File: src/rtl/coeff_loader_pkg.sv
// Shared types for the coefficient loader: FSM state encoding and address layout.
package coeff_loader_pkg;

  typedef enum logic [1:0] {
    IDLE      = 2'd0,
    LOAD      = 2'd1,
    WAIT_SWAP = 2'd2
  } state_e;

  localparam int DEFAULT_ADDRESS_WIDTH = 7;

  // The bank bit sits directly above the in-bank coefficient address.
  localparam int BANK_BIT_POS = DEFAULT_ADDRESS_WIDTH;

  function automatic int bank_bit(input int address_width);
    return address_width;
  endfunction

endpackage

File: src/rtl/coeff_loader.sv
// Ping-pong coefficient store write controller: streams a full coefficient set into the
// shadow bank and swaps banks at a filter safe point. Optional framing check: COEFF_LOADER_LAST_CHECK_EN.
module coeff_loader
  import coeff_loader_pkg::*;
#(
  parameter int ADDRESS_WIDTH = 7,
  parameter int DATA_WIDTH    = 16,
  parameter int COEFF_COUNT   = 128
) (
  input  logic                         clk,
  input  logic                         rst_n,
  input  logic                         s_valid,
  output logic                         s_ready,
  input  logic signed [DATA_WIDTH-1:0] s_data,
  input  logic                         s_last,
  input  logic                         swap_ok,
  output logic                         bank_sel,
  output logic                         we,
  output logic [ADDRESS_WIDTH:0]       waddr,
  output logic signed [DATA_WIDTH-1:0] wdata,
  output logic                         load_done,
  output logic                         load_err
);

  localparam int BANK_BIT = bank_bit(ADDRESS_WIDTH);
  localparam logic [ADDRESS_WIDTH-1:0] LAST_IDX = ADDRESS_WIDTH'(COEFF_COUNT - 1);

  state_e                         state_q, state_d;
  logic [ADDRESS_WIDTH-1:0]       cnt_q, cnt_d;
  logic                           bank_sel_q, bank_sel_d;
  logic                           we_q, we_d;
  logic [ADDRESS_WIDTH:0]         waddr_q, waddr_d;
  logic signed [DATA_WIDTH-1:0]   wdata_q, wdata_d;
  logic                           done_q, done_d;
  logic                           err_q, err_d;
  logic                           accept;
  logic                           final_beat;

`ifndef COEFF_LOADER_LAST_CHECK_EN
  logic unused_last;
  assign unused_last = s_last;
`endif

  assign s_ready    = (state_q != WAIT_SWAP);
  assign accept     = s_valid && s_ready;
  assign final_beat = (cnt_q == LAST_IDX);

  always_comb begin
    state_d    = state_q;
    cnt_d      = cnt_q;
    bank_sel_d = bank_sel_q;
    we_d       = accept;
    waddr_d    = waddr_q;
    wdata_d    = wdata_q;
    done_d     = 1'b0;
    err_d      = 1'b0;

    if (accept) begin
      waddr_d[BANK_BIT]          = ~bank_sel_q;
      waddr_d[ADDRESS_WIDTH-1:0] = cnt_q;
      wdata_d                    = s_data;
    end

    case (state_q)
      IDLE, LOAD: begin
        // IDLE holds cnt at 0, so both states share the per-beat progression.
        if (accept) begin
`ifdef COEFF_LOADER_LAST_CHECK_EN
          if (final_beat && s_last) begin
            state_d = WAIT_SWAP;
            cnt_d   = '0;
          end else if (final_beat || s_last) begin
            state_d = IDLE;
            cnt_d   = '0;
            err_d   = 1'b1;
          end else begin
            state_d = LOAD;
            cnt_d   = cnt_q + ADDRESS_WIDTH'(1);
          end
`else
          if (final_beat) begin
            state_d = WAIT_SWAP;
            cnt_d   = '0;
          end else begin
            state_d = LOAD;
            cnt_d   = cnt_q + ADDRESS_WIDTH'(1);
          end
`endif
        end
      end
      WAIT_SWAP: begin
        if (swap_ok) begin
          bank_sel_d = ~bank_sel_q;
          done_d     = 1'b1;
          state_d    = IDLE;
        end
      end
      default: begin
        state_d = IDLE;
        cnt_d   = '0;
      end
    endcase
  end

  always_ff @(posedge clk) begin
    if (!rst_n) begin
      state_q    <= IDLE;
      cnt_q      <= '0;
      bank_sel_q <= 1'b0;
      we_q       <= 1'b0;
      waddr_q    <= '0;
      wdata_q    <= '0;
      done_q     <= 1'b0;
      err_q      <= 1'b0;
    end else begin
      state_q    <= state_d;
      cnt_q      <= cnt_d;
      bank_sel_q <= bank_sel_d;
      we_q       <= we_d;
      waddr_q    <= waddr_d;
      wdata_q    <= wdata_d;
      done_q     <= done_d;
      err_q      <= err_d;
    end
  end

  assign bank_sel  = bank_sel_q;
  assign we        = we_q;
  assign waddr     = waddr_q;
  assign wdata     = wdata_q;
  assign load_done = done_q;
`ifdef COEFF_LOADER_LAST_CHECK_EN
  assign load_err  = err_q;
`else
  logic unused_err;
  assign unused_err = err_q;
  assign load_err   = 1'b0;
`endif

endmodule
File: config.mk
export PLATFORM = sky130hd
export DESIGN_NAME = coeff_loader
export DESIGN_NICKNAME = d
export VERILOG_FILES = /design/src/rtl/coeff_loader_pkg.sv /design/src/rtl/coeff_loader.sv
export SDC_FILE = /design/constraint.sdc
export NUM_CORES = 1
export LEC_CHECK = 0
export CORE_MARGIN = 3
export CORE_UTILIZATION = 44
export CTS_CLUSTER_DIAMETER = 200
export DETAILED_ROUTE_END_ITERATION = 7
export PLACE_DENSITY_LB_ADDON = 0.15
export SLEW_MARGIN = 5
export SYNTH_ARGS = -nofsm -noshare
export SYNTH_HDL_FRONTEND = slang
export SYNTH_SLANG_ARGS = --single-unit
File: constraint.sdc
create_clock -name clk -period 2.05 [get_ports clk]
set_input_delay 0.205 -clock clk [delete_from_list [all_inputs] [get_ports clk]]
set_output_delay 0.205 -clock clk [all_outputs]
set_load 0.01 [all_outputs]
Word level (Yosys, flattened, before mapping)
Index checks and enable logic that the tools add are counted.
{"block": "word_totals", "register_bits": 36, "in_bits": 21, "out_inout_bits": 29, "word_cells": 31}
{"block": "classes", "addsub": 1, "n_eq_ne": 6, "n_mux": 8, "bitwise_logic": 2, "n_reduce_logical": 7}
{"cell": "2-to-1 mux 7 bit", "count": 2}
{"cell": "case mux 7 bit (2 select lines)", "count": 1}
{"cell": "AND reduction 2 bit", "count": 4}
{"cell": "adder 7 x 1 -> 7 bit, second input constant", "count": 1}
{"cell": "== test 7 bit, second input constant", "count": 1}
{"cell": "2-to-1 mux 2 bit", "count": 3}
{"cell": "!= test 2 bit, second input constant", "count": 3}
{"cell": "case mux 2 bit (2 select lines)", "count": 1}
{"cell": "== test 2 x 1 -> 1 bit, second input constant", "count": 1}
{"cell": "== test 2 bit, second input constant", "count": 1}
{"cell": "zero test 2 bit", "count": 1}
{"cell": "inverter 1 bit", "count": 2}
{"cell": "OR reduction 2 bit", "count": 1}
{"cell": "logical AND 1 bit", "count": 1}
{"cell": "2-to-1 mux 1 bit", "count": 1}

Logic depth before layout (Yosys ltp)
{"block": "depth", "word_depth": 4, "ltp_mapped": 6, "ltp_nobuf": 4}

Worst setup path before layout
Ideal clock, no wire load.
{"block": "synth_timing", "path_kind": "reg-to-reg", "start": "register state_q[1]", "end": "register waddr_q[2], in the netlist waddr[2]", "setup_time_ps": 132, "arrival_time_ps": 1300, "t_required_ps": 1918, "setup_slack_ps": 618, "path_stages_with_launch": 7, "path_buffers": 2, "synth_period_minus_slack_ps": 1432, "path_cell_list": "dfxtp_1 -> buf_6 -> nor2b_1 -> clkinv_1 -> buf_2 -> nand3_1 -> a21oi_1"}
{"block": "synth_between", "elab_chain_len": 2}
{"item": "start, declared", "line_no": "coeff_loader.sv:28", "source": "state_e state_q, state_d;"}
{"item": "start signal, assigned", "line_no": "coeff_loader.sv:116", "source": "state_q <= state_d;"}
{"item": "!= test 2 bit", "line_no": "coeff_loader.sv:44", "source": "assign s_ready = (state_q != WAIT_SWAP);"}
{"item": "via s_ready", "line_no": "coeff_loader.sv:13", "source": "output logic s_ready,"}
{"item": "logical AND 1 bit", "line_no": "coeff_loader.sv:45", "source": "assign accept = s_valid && s_ready;"}
{"item": "end signal, assigned", "line_no": "coeff_loader.sv:120", "source": "waddr_q <= waddr_d;"}
{"item": "end, declared", "line_no": "coeff_loader.sv:32", "source": "logic [ADDRESS_WIDTH:0] waddr_q, waddr_d;"}
The timed path passes the listed nets, and every way through them passes these cells.
A chain may end at the register's enable or synchronous reset.

Worst setup path after layout
{"block": "layout_timing", "start": "register state_q[1]", "end": "output port s_ready"}
{"block": "layout_between", "elab_chain_len": 1}
{"item": "!= test 2 bit", "line_no": "coeff_loader.sv:44"}
{"item": "end, declared", "line_no": "coeff_loader.sv:13"}
No other way between the ends.

==> metrics.md <==
| Metric | Value |
|---|---|
| Max stage delay on crit path | around 0.50 ns |
| Synth top area share | 0.4948 |
| Clock Path Buffers | 2 |
| Post-CTS Resized | 0 |
| P&R area growth vs syn | 40.89% |
| DRC Markers | 0 |
| TritonCTS buffer count | 5 |
| Non-filler cells, final | 260 |
| Reg2reg path depth | 4 |
| Setup TNS | 0 ns |
| Post-synthesis sequential area ratio | 0.4948 |
| Post-route design area | between 0.002 and 0.0025 mm^2 |
| Setup WS post-layout | 0.1442 ns |
| Antenna diode count | 0 |
| P_leak | 0.0006990 uW |
| Final setup fails | 0 |
| Synth warn | 0 |
| Vias | 1446 |
| NumNets Final | 237 |
| Clock Latency Late Sink | 0.34 ns |
| Unrepaired setup endpoints after global routing | no |
| Via density | 5.562 |
| Sink Count | 36 |
| Fin crit share | 0.9297 |
| Synth top area cells | dfxtp_1 (49%), o21ai_0 (8.6%), a21oi_1 (8.2%) |
| Max-slew headroom | 0.5656 |
| Synth Instances | between 150 and 200 |
| PwrDens | 686.0 mW/mm^2 |
| DRT antenna net count | 0 |
| MaxCap Viol Count | 0 |
| Comb power frac | 0.123 |
| Setup Crit Path Kind | register to output port |
| Status | finished, final reports clean |
| Hold-fix buffers at CTS | 0 |
| Clock-pin transition on the worst setup and hold timing paths | 0.11 ns |
| First-pass GRT wire length | 6486 um |
| CP Max Fanout | 7 |
| Psw | around 330 uW |
| Post-synth top area cell | dfxtp_1 |
| # fillers | 293 |
| Seq pwr share | 0.527 |
| Net Count, Synth | 189 |
| Final Hold Fails | 0 |
| Synth Register Bits | 36 |
| Mean post-synth cell area | 8.721 um^2 |
| Row cnt | 20 |
| Layout cells sized above 1 | 0.09259 |
| Mapped cell area | 0.001456 mm^2 |
| Data arrival, critical path | approximately 1.7 ns |
| Core area | 0.003103 mm^2 |
| Crit-path cells | nor2b_1 -> clkinv_1 -> clkdlybuf4s50_1 |
| Total internal power | between 1000 and 1500 uW |
| CP max stage cell | clkdlybuf4s50_1 |
| GP Congestion | 0.8173 |
| Vias in the first global route | around 1400 |
| Dpl hpwl | 2573 um |
| Slew Viols, Final | 0 |
| Initial antenna violation count | 0 |
| GRT Util Overall | 0.2003 |
| Die W | 63.53 um |
| CP Capture Type | output port |
| I/O Pins | 50 |
| Dpl cells | 252 |
| Final core occ | 0.6613 |
| Largest net degree at the start of global routing | 27 |
| Initial Util | 0.4694 |
| Synth cell types | 35 |
| Clock root buffer | clkbuf_4 |
| Routed len/inst | 14.40 um |
| Setup bufs post-CTS | 0 |
| Die Footprint | 0.004036 mm^2 |
| Worst hold path class | primary input to register |
| Worst-Margin Slew | 0.6502 ns |
| Clk pwr share | 0.350 |
| Reg2Reg Setup Slack | 0.38 ns |
| DR pass1 iterations | 4 |
| Layout Skew | 0.009662 ns |
| Port Buffers | 47 |
| Achievable Freq | 0.5247 GHz |
| Net Sw Frac | 0.2344 |
| Fin crit period | ~1.9 ns |
| VDD IR max | 0.0005115 V |
| Hold Path Depth | 3 |
| Placed Area | 0.001972 mm^2 |
| CTS tree | done |
| DP Worst Slack | 0.3109 ns |
| Worst Path Required | ~1.9 ns |
| Iter 0 DRT Violations | approximately 120 |
| Routed wire length | 3744 um |
| H-Tree Depth | 2 |
| Grt ovf | 0 |
| Critical Path Start Type | register |
| Die Height | 63.53 um |
synthesized netlist by cell type:
cell type,instances
clkinv_1,2
buf_4,2
o31ai_1,2
nor2b_1,1
conb_1,1
buf_6,1
nor2_1,4
a221oi_2,1
nor4_1,2
clkbuf_1,8
or4_4,1
nand4_1,1
a21oi_1,24
xnor2_1,1
ha_1,1
nand3b_1,1
or4_1,1
a221oi_1,4
o21a_1,1
nand3_1,24
o21bai_1,1
nor3_1,2
o41a_1,1
nand2_1,5
a211oi_1,2
buf_2,2
mux2i_2,1
or3_1,2
mux2_2,1
xor2_1,1
o21ai_0,25
buf_1,1
dfxtp_1,36
a311oi_1,1
inv_1,3
per-stage QoR:
| stage | total power [uW] | hold slack [ns] |
|---|---|---|
| finish | 1408 | 0.4157 |
| global route | 1475 | 0.4016 |
| CTS | 1417 | 0.4085 |
| detailed placement | 931.0 | 0.4662 |
| global placement | 923.8 | 0.4594 |
| floorplan | 830.8 | 0.3225 |
cells by family after synthesis:
logic type      Yosys count  share of synthesized area
fa+ha+maj                 1                   0.008590
flops                    36                     0.4948
other cells               1                   0.002575
mux                       2                    0.01718
compound gates           62                     0.2474
xor+xnor                  2                    0.01203
simple gates             44                     0.1564
buf+inv                  19                    0.06099
sequential cells by signal, summed over array words and instances, names as in the netlist:
signal and cells:
load_done 1, cnt_q 7, wdata 16, waddr 8
we 1, bank_sel 1, state_q 2
worst max-delay path, delay by kind of cell, from the launching register on:
family,cells,cell delay (ns)
buffers and inverters,2,0.63
DFF,1,0.47
and+or+nand+nor,1,0.26
layout by cell type (no fill, tap or decap), types with 2 or more instances in the layout:
| master | Yosys | final |
|---|---|---|
| buf_4 | 2 | 8 |
| or3_1 | 2 | 2 |
| clkbuf_4 | 0 | 5 |
| nor4_1 | 2 | 2 |
| nor2_1 | 4 | 4 |
| nand2_1 | 5 | 5 |
| a21oi_1 | 24 | 24 |
| o31ai_1 | 2 | 2 |
| clkdlybuf4s50_1 | 0 | 47 |
| a221oi_1 | 4 | 4 |
| nand3_1 | 24 | 24 |
| a211oi_1 | 2 | 2 |
| inv_1 | 3 | 3 |
| clkinv_1 | 2 | 2 |
| nor3_1 | 2 | 2 |
| o21ai_0 | 25 | 25 |
| dfxtp_1 | 36 | 36 |
path summary, 6_finish.rpt:
| kind | startpoint | endpoint |
|---|---|---|
| setup reg to reg | cnt_q[0]$_SDFFE_PN0P_ | cnt_q[2]$_SDFFE_PN0P_ |
| hold / removal | s_data[6] | wdata[6]$_SDFFE_PN0P_ |
| hold reg to reg | wdata[10]$_SDFFE_PN0P_ | wdata[10]$_SDFFE_PN0P_ |
| setup / recovery | state_q[1]$_SDFFE_PN0P_ | s_ready |
routing by layer:
layer,wire [um],GRT usage,vias up
met5,0,0,-
met4,50,0.06469,0
met1,1604,0.2309,676
met2,1843,0.3442,58
met3,246,0.06952,7
li1,-,-,705
power by group through the flow:
stage                     combinational, uW  sequential, uW  clock, uW
final                                   173             743        493
after global placement                  167             757          0
after floorplan                        63.9             767          0
after CTS                               174             743        501
after global routing                    189             747        539
after detailed placement                172             759          0
cell type report:
cell class / count / area, um^2 / share of cell area
sequential: 36 / 720.7 / 0.3512
multi-input combinational: 112 / 646.9 / 0.3152
timing repair buffer: 55 / 530.5 / 0.2585
tap: 44 / 55.05 / 0.02683
clock inverter: 3 / 42.54 / 0.02073
clock buffer: 5 / 37.54 / 0.01829
inverter: 5 / 18.77 / 0.009146
No activity file was read; power rests on OpenSTA's default activity.
